`config.mk`:
```
export PLATFORM = sky130hd
export DESIGN_NAME = vga_scan_flat
export DESIGN_NICKNAME = d
export VERILOG_FILES = /design/src/rtl/vga_scan_if.sv /design/src/rtl/vga_scan.sv /design/src/flat_wrapper.sv
export SDC_FILE = /design/constraint.sdc
export NUM_CORES = 1
export LEC_CHECK = 0
export BUFFER_PORTS_ARGS = -buffer_cell sky130_fd_sc_hd__buf_2
export CAP_MARGIN = 20
export CORE_MARGIN = 4
export CORE_UTILIZATION = 45
export CTS_CLUSTER_SIZE = 24
export DETAILED_ROUTE_END_ITERATION = 16
export GPL_TIMING_DRIVEN = 1
export PLACE_DENSITY = 0.65
export SLEW_MARGIN = 20
export SYNTH_ARGS = -nofsm -noshare
export SYNTH_HDL_FRONTEND = slang
export SYNTH_SLANG_ARGS = --single-unit
```
`constraint.sdc`:
```
create_clock -name CLK -period 3.1 [get_ports CLK]
set_input_delay 0.155 -clock CLK [delete_from_list [all_inputs] [get_ports CLK]]
set_output_delay 0.155 -clock CLK [all_outputs]
set_load 0.01 [all_outputs]
```
`src/rtl/vga_scan_if.sv`:
```
`default_nettype none
// ============================================================================
// Module   : vga_scan_if
// Purpose  : Bundles the scan-out side of the VGA timing generator: the
//            address bus offered to sprite renderers, the pixel they return,
//            and the sync/colour outputs heading to the DAC.
// Ports    : px       - renderer pixel (renderer -> scanner)
//            row_addr - current visible row
//            col_addr - current visible column
//            fresh    - high during visible lines
//            hs, vs   - active-low syncs
//            rgb      - {R,G,B} 4 bits each
// Modports : master (scanner side), slave (renderer / DAC side)
// Revision : 1.0 - initial release
// ============================================================================
interface vga_scan_if;
  logic        px;
  logic [8:0]  row_addr;
  logic [9:0]  col_addr;
  logic        fresh;
  logic        hs;
  logic        vs;
  logic [11:0] rgb;

  modport master (
    input  px,
    output row_addr,
    output col_addr,
    output fresh,
    output hs,
    output vs,
    output rgb
  );

  modport slave (
    output px,
    input  row_addr,
    input  col_addr,
    input  fresh,
    input  hs,
    input  vs,
    input  rgb
  );
endinterface
`default_nettype wire

```
`src/rtl/vga_scan.sv`:
```
`default_nettype none
// ============================================================================
// Module   : vga_scan
// Purpose  : Free-running VGA raster generator. A clock divider produces a
//            one-CLK pixel enable; horizontal/vertical counters advance on it.
//            Addresses for the next pixel are issued on each enable, and the
//            renderer's reply for the current pixel is sampled on the next
//            enable together with syncs, so colour and sync never skew.
// Ports    : CLK   - system clock, rising edge
//            RESET - asynchronous, active-high reset
//            vga   - vga_scan_if.master (px in; addresses, fresh, hs, vs,
//                    rgb out)
// Revision : 1.0 - initial release
// ============================================================================
module vga_scan #(
  parameter int CLK_DIV = 4,
  parameter int H_VIS   = 640,
  parameter int H_FP    = 16,
  parameter int H_SYNC  = 96,
  parameter int H_BP    = 48,
  parameter int V_VIS   = 480,
  parameter int V_FP    = 10,
  parameter int V_SYNC  = 2,
  parameter int V_BP    = 33
) (
  input  wire logic  CLK,
  input  wire logic  RESET,
  vga_scan_if.master vga
);

  // Sync windows are half-open: [start, end).
  localparam logic [2:0] c_div_max  = 3'(CLK_DIV - 1);
  localparam logic [9:0] c_h_last   = 10'(H_VIS + H_FP + H_SYNC + H_BP - 1);
  localparam logic [9:0] c_v_last   = 10'(V_VIS + V_FP + V_SYNC + V_BP - 1);
  localparam logic [9:0] c_h_vis    = 10'(H_VIS);
  localparam logic [9:0] c_v_vis    = 10'(V_VIS);
  localparam logic [9:0] c_hs_start = 10'(H_VIS + H_FP);
  localparam logic [9:0] c_hs_end   = 10'(H_VIS + H_FP + H_SYNC);
  localparam logic [9:0] c_vs_start = 10'(V_VIS + V_FP);
  localparam logic [9:0] c_vs_end   = 10'(V_VIS + V_FP + V_SYNC);

  logic [2:0]  r_div;
  logic [9:0]  r_h;
  logic [9:0]  r_v;

  logic        w_pe;
  logic        w_h_wrap;
  logic [9:0]  w_h_nxt;
  logic [9:0]  w_v_nxt;
  logic        w_vis;
  logic        w_hs_n;
  logic        w_vs_n;
  logic [11:0] w_rgb;

  always_comb begin
    w_pe     = (r_div == c_div_max);
    w_h_wrap = (r_h == c_h_last);
    w_h_nxt  = w_h_wrap ? 10'd0 : r_h + 10'd1;
    w_v_nxt  = r_v;
    if (w_h_wrap) begin
      w_v_nxt = (r_v == c_v_last) ? 10'd0 : r_v + 10'd1;
    end

    // Syncs and colour describe the pixel being left (current h/v), while
    // addresses describe the pixel being entered (next h/v).
    w_vis  = (r_h < c_h_vis) && (r_v < c_v_vis);
    w_hs_n = !((r_h >= c_hs_start) && (r_h < c_hs_end));
    w_vs_n = !((r_v >= c_vs_start) && (r_v < c_vs_end));
    w_rgb  = 12'h000;
    if (w_vis) begin
      w_rgb = vga.px ? 12'h555 : 12'hFFF;
    end
  end

  always_ff @(posedge CLK or posedge RESET) begin
    if (RESET) begin
      r_div        <= 3'd0;
      r_h          <= 10'd0;
      r_v          <= 10'd0;
      vga.row_addr <= 9'd0;
      vga.col_addr <= 10'd0;
      vga.fresh    <= 1'b0;
      vga.hs       <= 1'b1;
      vga.vs       <= 1'b1;
      vga.rgb      <= 12'h000;
    end else begin
      r_div <= w_pe ? 3'd0 : r_div + 3'd1;
      if (w_pe) begin
        r_h          <= w_h_nxt;
        r_v          <= w_v_nxt;
        vga.col_addr <= (w_h_nxt < c_h_vis) ? w_h_nxt : 10'd0;
        vga.row_addr <= (w_v_nxt < c_v_vis) ? w_v_nxt[8:0] : 9'd0;
        vga.fresh    <= (w_v_nxt < c_v_vis);
        vga.hs       <= w_hs_n;
        vga.vs       <= w_vs_n;
        vga.rgb      <= w_rgb;
      end
    end
  end

endmodule
`default_nettype wire
```
`src/flat_wrapper.sv`:
```
// flat-port wrapper written by rule: the top's interface ports become plain ports
module vga_scan_flat 
#(
  parameter int CLK_DIV = 4,
  parameter int H_VIS   = 640,
  parameter int H_FP    = 16,
  parameter int H_SYNC  = 96,
  parameter int H_BP    = 48,
  parameter int V_VIS   = 480,
  parameter int V_FP    = 10,
  parameter int V_SYNC  = 2,
  parameter int V_BP    = 33
)
  (CLK, RESET, vga_px, vga_row_addr, vga_col_addr, vga_fresh, vga_hs, vga_vs, vga_rgb);
  vga_scan_if vga_i ();
  input  wire logic CLK;
  input  wire logic RESET;
  input wire logic [$bits(vga_i.px)-1:0] vga_px;
  output wire logic [$bits(vga_i.row_addr)-1:0] vga_row_addr;
  output wire logic [$bits(vga_i.col_addr)-1:0] vga_col_addr;
  output wire logic [$bits(vga_i.fresh)-1:0] vga_fresh;
  output wire logic [$bits(vga_i.hs)-1:0] vga_hs;
  output wire logic [$bits(vga_i.vs)-1:0] vga_vs;
  output wire logic [$bits(vga_i.rgb)-1:0] vga_rgb;
  assign vga_i.px = vga_px;
  assign vga_row_addr = vga_i.row_addr;
  assign vga_col_addr = vga_i.col_addr;
  assign vga_fresh = vga_i.fresh;
  assign vga_hs = vga_i.hs;
  assign vga_vs = vga_i.vs;
  assign vga_rgb = vga_i.rgb;
  vga_scan #(.CLK_DIV(CLK_DIV), .H_VIS(H_VIS), .H_FP(H_FP), .H_SYNC(H_SYNC), .H_BP(H_BP), .V_VIS(V_VIS), .V_FP(V_FP), .V_SYNC(V_SYNC), .V_BP(V_BP)) u_core (.CLK(CLK), .RESET(RESET), .vga(vga_i));
endmodule
```
==> results of run 1 <==
[logic make-up after synthesis]
group | count (synthesis) | synth area share
buf+inv | 36 | 0.07081
mux | 1 | 0.003828
simple gates | 100 | 0.1947
xor+xnor | 19 | 0.06364
fa+ha+maj | 5 | 0.02392
compound gates | 65 | 0.1924
flops | 47 | 0.4507
[flip-flops by register name (all words and copies together) (netlist names)]
signal,flops
u_core.vga.fresh,1
u_core.vga.row_addr,9
u_core.r_div,3
u_core.vga.hs,1
u_core.r_h,10
u_core.vga.col_addr,10
u_core.r_v,10
u_core.vga.vs,1
u_core.vga.rgb,2
[path summary, 6_finish.rpt]
kind | cells after the start | endpoint
min in group CLK | 2 | u_core.vga.rgb[9]$_DFFE_PP0P_
setup reg to reg | 6 | u_core.vga.row_addr[7]$_DFFE_PP0P_
hold / removal | 2 | u_core.r_h[0]$_DFFE_PP0P_
hold reg to reg | 1 | u_core.r_div[0]$_DFF_PP0_
max in group asynchronous | 2 | u_core.r_div[2]$_DFF_PP0_
setup / recovery | 6 | u_core.vga.row_addr[7]$_DFFE_PP0P_
[metrics by stage]
stage	instances	worst slack, ns
2_1_floorplan	273	0.7707
3_3_place_gp	356	0.6399
3_5_place_dp	356	0.5158
4_1_cts	364	0.5026
5_1_grt	364	0.3583
6_report	364	0.5366
[area by class of cell]
cell class,instances,share of cell area
timing repair buffer,40,0.07401
inverter,7,0.009692
tap,72,0.03172
multi-input combinational,190,0.4414
sequential,47,0.4150
clock buffer,8,0.02819
[cell usage after synthesis (3+ instances only)]
cell | number | area share
sky130_fd_sc_hd__nor2b_1 | 3 | 0.0072
sky130_fd_sc_hd__xor2_1 | 7 | 0.023
sky130_fd_sc_hd__xnor2_1 | 12 | 0.040
sky130_fd_sc_hd__nand2b_1 | 3 | 0.0072
sky130_fd_sc_hd__o21ai_0 | 24 | 0.046
sky130_fd_sc_hd__buf_2 | 4 | 0.0077
sky130_fd_sc_hd__nand2_1 | 43 | 0.062
sky130_fd_sc_hd__nand3_1 | 14 | 0.027
sky130_fd_sc_hd__nor3_1 | 4 | 0.0077
sky130_fd_sc_hd__dfrtp_1 | 45 | 0.43
sky130_fd_sc_hd__nor4_1 | 3 | 0.0072
sky130_fd_sc_hd__inv_1 | 7 | 0.010
sky130_fd_sc_hd__nor2_1 | 9 | 0.013
sky130_fd_sc_hd__o31ai_1 | 13 | 0.037
sky130_fd_sc_hd__or3_1 | 6 | 0.014
sky130_fd_sc_hd__ha_1 | 5 | 0.024
sky130_fd_sc_hd__buf_4 | 10 | 0.029
sky130_fd_sc_hd__o41ai_2 | 6 | 0.037
sky130_fd_sc_hd__clkbuf_1 | 12 | 0.017
sky130_fd_sc_hd__nand4_1 | 4 | 0.0096
sky130_fd_sc_hd__and3_1 | 3 | 0.0072
sky130_fd_sc_hd__a21oi_1 | 5 | 0.0096
[per-layer routing]
| metal | vias to the layer above | part of all wire | GRT usage |
|---|---|---|---|
| met5 | - | 0 | 0 |
| met2 | 43 | 0.49 | 0.2590 |
| met1 | 969 | 0.45 | 0.2333 |
| met3 | 6 | 0.037 | 0.03533 |
| met4 | 0 | 0.022 | 0.06140 |
| li1 | 993 | - | - |
[power groups by stage]
| stage | combinational [mW] | sequential, mW | clock [mW] |
|---|---|---|---|
| after CTS | 0.0211 | 0.614 | 0.370 |
| final | 0.0196 | 0.614 | 0.353 |
| after detailed placement | 0.0210 | 0.626 | 0 |
| after global placement | 0.0206 | 0.626 | 0 |
| after global routing | 0.0233 | 0.615 | 0.392 |
| after floorplan | 0.0158 | 0.627 | 0 |
==> results.rst, run 1 <==
.. list-table::
   :header-rows: 1

   * - Metric
     - Value
   * - Largest net degree at the start of global routing
     - 48
   * - Post-CTS Setup Inserts
     - 0
   * - Number of global-route vias before repair
     - 1942
   * - Class of the most critical hold timing path
     - in -> async
   * - Count of final max-slew check failures
     - 0
   * - Maximum cell stage delay along the critical path
     - 0.67 ns
   * - Actual transition at the worst max-transition pin
     - 0.8121 ns
   * - Fill cells
     - 557
   * - Net switching share of the total power
     - 0.2114
   * - Largest fanout of any net on the critical path
     - 8
   * - Hold violation total from the final report
     - 26
   * - Final layout net count
     - 299
   * - Core region area
     - 0.005574 sq mm
   * - Die span in y
     - 84.23 um
   * - DRC Markers
     - 0
   * - First-pass GRT wire length
     - 9.701 mm
   * - Cells after Synth
     - 273
   * - DRT Pass-1 Iters
     - 4
   * - Net Count, Synth
     - 281
   * - Number of antenna violations at the first check in global routing
     - 0
   * - Footprint of the flip-flops and latches
     - 0.001179 sq mm
   * - Final cell utilization of the core
     - 0.5095
   * - Cell with the biggest individual delay on the critical path
     - sky130_fd_sc_hd__or4_4
   * - Worst reg2reg path startpoint
     - u_core.r_h[0]$_DFFE_PP0P_
   * - IO Port Bufs
     - 36
   * - Fmax achieved
     - 390.1 MHz
   * - Share of the yosys chip area belonging to registers
     - 0.4507
   * - Maximum clock path buffer count
     - 2
   * - Number of warnings reported in the yosys synthesis log
     - 0
   * - Number of inserted diodes
     - 0
   * - Final-layout setup total negative slack
     - 0 ns
   * - Unique cell type count in the Yosys netlist
     - 49
   * - CTS Buf Count
     - 5
   * - Final worst path period need
     - 2.563 ns
   * - Outcome
     - finished, violations left
   * - Starting density of the core
     - 0.4691
   * - Via density
     - 5.525
   * - Critical path, cell by cell
     - ha_1 > nand4_1 > or4_4 > o21ai_4 > o31ai_4 > o41ai_2
   * - Number of synthesized flops with an enable pin
     - 0
   * - Resize count post-CTS
     - 0
   * - Critical path required time
     - 3.28 ns
   * - Critical path's top delay family
     - simple AND/OR/NAND/NOR gates
   * - Clock latency on the worst-skew pair
     - 0.29 ns
   * - Final Routed Wirelength
     - 5.605 mm
   * - Combinational group share of total power
     - 0.020
   * - PD cells
     - 347.3 mW/mm^2
   * - Floorplan die area
     - 0.007095 sq mm
   * - Total global-route track usage
     - 0.1680
   * - Horiz. Die Dim
     - 84.23 um
   * - Period utilization
     - 0.8269
   * - Commonest non-fill, non-tap cells in the layout
     - 45 x sky130_fd_sc_hd__dfrtp_1, 43 x sky130_fd_sc_hd__nand2_1, 36 x sky130_fd_sc_hd__buf_2, 24 x sky130_fd_sc_hd__o21ai_0, 14 x sky130_fd_sc_hd__nand3_1
   * - Worst setup slack for register-to-register paths
     - 0.54 ns
   * - Combined buffer and inverter count along the critical path
     - 0
   * - Post-Place Cell Area
     - 0.002759 sq mm
   * - Internal Pwr Total
     - 0.7779 mW
   * - Clock Tree Root
     - sky130_fd_sc_hd__clkbuf_8
   * - Post-synthesis area per instance
     - 9.579 sq um
   * - Proportion of power drawn by flip-flops and latches
     - 0.623
   * - Total power
     - 0.9864 mW
   * - Average detailed-routed wire length per instance
     - 15.40 um
   * - H-tree depth
     - 2
   * - Kind of start point of the critical path
     - flop
   * - Share of power burned in the clock network
     - 0.357
   * - Leakage component of the power
     - 1.209 nW
   * - Leading cell type in the layout, fill and taps excluded
     - sky130_fd_sc_hd__dfrtp_1
   * - Unrepaired setup endpoints after global routing
     - false
   * - Maximum capacitance violations
     - 0
   * - Kind of end point of the critical path
     - flop
   * - Clock slew seen by the registers of the worst setup and hold paths
     - 0.09 ns
   * - Post-DP HPWL
     - 4.008 mm
   * - Worst relative slew slack
     - 0.4580
   * - Area Overhead vs Synth
     - 8.612%
   * - Remaining global-route overflow
     - 0
   * - Final setup violating endpoints
     - 0
   * - Violated checks
     - negative hold slack
   * - Critical Path AT
     - 2.75 ns
   * - Syn Std Cell Area
     - 0.002615 sq mm
   * - Net switching power
     - 0.2085 mW
   * - Area taken by multi-input logic gates
     - 0.001254 sq mm
   * - Maximum resistive drop on vdd
     - 0.1851 mV
   * - Rows
     - 27
   * - Setup Crit Path Kind
     - reg -> reg
   * - Cts-stage hold buffer count
     - 0
   * - Starting DRC count in detailed routing
     - 149
   * - GP Congestion
     - 0.8040
   * - Yosys reg bits
     - 47
   * - Clock tree from TritonCTS
     - built
   * - Area of all placed cells without fillers
     - 0.002840 sq mm
   * - Fin Clk Skew
     - 0.01242 ns
   * - Via total after detailed routing
     - 2011
   * - Total I/O pin count
     - 37
   * - Remaining antenna violation count
     - 0
   * - Startpoint of the most critical setup path
     - u_core.r_h[0]$_DFFE_PP0P_
   * - Final-layout worst hold slack
     - -0.01163 ns
   * - Main flop type after synthesis
     - sky130_fd_sc_hd__dfrtp_1
   * - Share of synthesized flip-flops with an asynchronous set or reset
     - 1.000
   * - Fraction of final layout cells with drive strength greater than 1
     - 0.2123
   * - Clock tree sinks
     - 47
Power figures use the tool's default switching activity.
==> run 2: changes to the inputs <==
==> constraint.sdc (replaced) <==
create_clock -name CLK -period 2.65 [get_ports CLK]
set_input_delay 0.1325 -clock CLK [delete_from_list [all_inputs] [get_ports CLK]]
set_output_delay 0.1325 -clock CLK [all_outputs]
set_load 0.01 [all_outputs]
==> run 2 against run 1 <==
The run still ends with negative hold slack left; global-route usage decreased by 0.58 points; total power grew 23%; first-iteration DRC count grew 13%; die area is the same; maximum frequency increased by 2.7%; clock skew down 0.0032 ns; highest routed layer unchanged.
==> results.rst, run 2 (synthesis results as in run 1) <==
.. list-table::
   :header-rows: 1

   * - Metric
     - Value
   * - Critical path required time
     - 2.84 ns
   * - Class of the most critical hold timing path
     - in -> async
   * - Final worst path period need
     - 2.496 ns
   * - Post-Place Cell Area
     - 0.002796 sq mm
   * - Total global-route track usage
     - 0.1622
   * - Starting DRC count in detailed routing
     - 168
   * - Startpoint of the most critical setup path
     - u_core.r_h[0]$_DFFE_PP0P_
   * - Number of inserted diodes
     - 0
   * - Register-to-Register Path Depth
     - 7
   * - Core region area
     - 0.005574 sq mm
   * - Final cell utilization of the core
     - 0.5203
   * - Remaining antenna violation count
     - 0
   * - Rows
     - 27
   * - Kind of end point of the critical path
     - flop
   * - Number of global-route vias before repair
     - 1876
   * - Hold violation total from the final report
     - 45
   * - CTS Buf Count
     - 5
   * - Starting density of the core
     - 0.4691
   * - DRC Markers
     - 0
   * - Fin Clk Skew
     - 0.009195 ns
   * - Total I/O pin count
     - 37
   * - PD cells
     - 417.9 mW/mm^2
   * - Share of power burned in the clock network
     - 0.389
   * - Clock tree sinks
     - 47
   * - Final layout net count
     - 304
   * - Actual transition at the worst max-transition pin
     - 0.8144 ns
   * - Post-DP HPWL
     - 4.002 mm
   * - Largest net degree at the start of global routing
     - 48
   * - Clock tree from TritonCTS
     - built
   * - Finished Layout Cells
     - 369
   * - Period utilization
     - 0.9417
   * - Combinational group share of total power
     - 0.019
   * - Final-layout worst hold slack
     - -0.05609 ns
   * - Remaining global-route overflow
     - 0
   * - Area Overhead vs Synth
     - 10.91%
   * - Fill cells
     - 531
   * - Unrepaired setup endpoints after global routing
     - false
   * - Number of antenna violations at the first check in global routing
     - 0
   * - Horiz. Die Dim
     - 84.23 um
   * - Violated checks
     - negative hold slack
   * - Area of all placed cells without fillers
     - 0.002900 sq mm
   * - Final setup violating endpoints
     - 0
   * - Setup Crit Path Kind
     - reg -> reg
   * - Largest fanout of any net on the critical path
     - 8
   * - Clock latency on the worst-skew pair
     - 0.30 ns
   * - Internal Pwr Total
     - 0.9603 mW
   * - Leading cell type in the layout, fill and taps excluded
     - sky130_fd_sc_hd__dfrtp_1
   * - First-pass GRT wire length
     - 9.321 mm
   * - H-tree depth
     - 2
   * - Placed insts
     - 361
   * - Net switching power
     - 0.2517 mW
   * - Maximum resistive drop on vdd
     - 0.2140 mV
   * - Worst reg2reg path startpoint
     - u_core.r_h[0]$_DFFE_PP0P_
   * - GP Congestion
     - 0.8644
   * - Maximum capacitance violations
     - 0
   * - Final-layout setup total negative slack
     - 0 ns
   * - Clock slew seen by the registers of the worst setup and hold paths
     - 0.09 ns
   * - Capture instance of the worst register-to-register path
     - u_core.vga.row_addr[6]$_DFFE_PP0P_
   * - Final Routed Wirelength
     - 5.608 mm
   * - Fraction of final layout cells with drive strength greater than 1
     - 0.2357
   * - Worst relative slew slack
     - 0.4570
   * - DRT Pass-1 Iters
     - 4
   * - IO Port Bufs
     - 36
   * - Proportion of power drawn by flip-flops and latches
     - 0.593
   * - Leakage component of the power
     - 1.243 nW
   * - Via total after detailed routing
     - 2006
   * - Top flop regs
     - u_core.r_h x10, u_core.r_v x10, u_core.vga.col_addr x10
   * - Kind of start point of the critical path
     - flop
   * - Floorplan die area
     - 0.007095 sq mm
   * - Clock Tree Root
     - sky130_fd_sc_hd__clkbuf_8
   * - Commonest non-fill, non-tap cells in the layout
     - 45 x sky130_fd_sc_hd__dfrtp_1, 43 x sky130_fd_sc_hd__nand2_1, 36 x sky130_fd_sc_hd__buf_2, 24 x sky130_fd_sc_hd__o21ai_0, 14 x sky130_fd_sc_hd__nand3_1
   * - Count of final max-slew check failures
     - 0
   * - Critical path destination
     - u_core.vga.row_addr[6]$_DFFE_PP0P_
   * - Maximum clock path buffer count
     - 2
   * - Via density
     - 5.436
   * - Worst setup slack for register-to-register paths
     - 0.15 ns
   * - Die span in y
     - 84.23 um
   * - Average detailed-routed wire length per instance
     - 15.20 um
   * - Net switching share of the total power
     - 0.2076
   * - Outcome
     - finished, violations left
   * - Total power
     - 1.212 mW
   * - Post-CTS Setup Inserts
     - 0
   * - Fmax achieved
     - 400.7 MHz
   * - Critical Path AT
     - 2.68 ns
## run 2: cell count changes in the layout (fill, tap and decap cells not counted), sizes merged
cell | before | now
buf | 40 | 45
## run 2: metal layers
metal / vias up / wire [um] / GRT usage
met5: - / 0 / 0
met4: 0 / 64 / 0.05409
met3: 4 / 228 / 0.02846
met2: 45 / 2673 / 0.2496
met1: 945 / 2641 / 0.2311
li1: 1012 / - / -
## run 2: how the worst min path moves through the flow
| stage | start | to | slack [ns] | cells past startpoint |
|---|---|---|---|---|
| 2_1_floorplan | vga_px | u_core.vga.rgb[9]$_DFFE_PP0P_ | 0.24 | 1 |
| 3_3_place_gp | vga_px | u_core.vga.rgb[9]$_DFFE_PP0P_ | 0.33 | 2 |
| 3_5_place_dp | vga_px | u_core.vga.rgb[9]$_DFFE_PP0P_ | 0.34 | 2 |
| 4_1_cts | vga_px | u_core.vga.rgb[9]$_DFFE_PP0P_ | 0.02 | 2 |
| 5_1_grt | RESET | u_core.r_v[8]$_DFFE_PP0P_ | 0.03 | 2 |
| 6_report | RESET | u_core.r_v[8]$_DFFE_PP0P_ | -0.06 | 2 |
## run 2: what timing repair did
item	CTS	global route
endpoints found under the setup margin	0	1
gates resized for setup	0	1
hold buffers	0	0
## run 2: final cells by class
type,instances,area [sq um],area share
well taps,72,90.09,0.03106
inverters,7,27.53,0.009491
multi-input cells,190,1256,0.4331
repair buffers,45,247.7,0.08542
clock buffers,8,100.1,0.03451
flip-flops and latches,47,1179,0.4064
## run 2: worst max-delay path: stages, from the launching register on
cell and delay (ns):
sky130_fd_sc_hd__dfrtp_1 0.46, sky130_fd_sc_hd__ha_2 0.26, sky130_fd_sc_hd__nand4_1 0.22, sky130_fd_sc_hd__or4_4 0.64, sky130_fd_sc_hd__o21ai_4 0.22, sky130_fd_sc_hd__o31ai_4 0.09
sky130_fd_sc_hd__buf_4 0.19, sky130_fd_sc_hd__o41ai_2 0.31
## run 2: through the flow
stage	setup WS (ns)	hold WS, ns
3_3_place_gp	0.2552	0.3316
3_5_place_dp	0.1357	0.3390
5_1_grt	0.03382	0.02866
2_1_floorplan	0.3207	0.2406
6_report	0.1545	-0.05609
4_1_cts	0.1106	0.02291
## run 2: power groups by stage
stage	clock network, mW	registers, mW	logic [mW]
3_3_place_gp	0	0.733	0.0245
3_5_place_dp	0	0.733	0.0243
2_1_floorplan	0	0.733	0.0185
4_1_cts	0.485	0.718	0.0244
5_1_grt	0.524	0.719	0.0272
6_report	0.471	0.718	0.0227
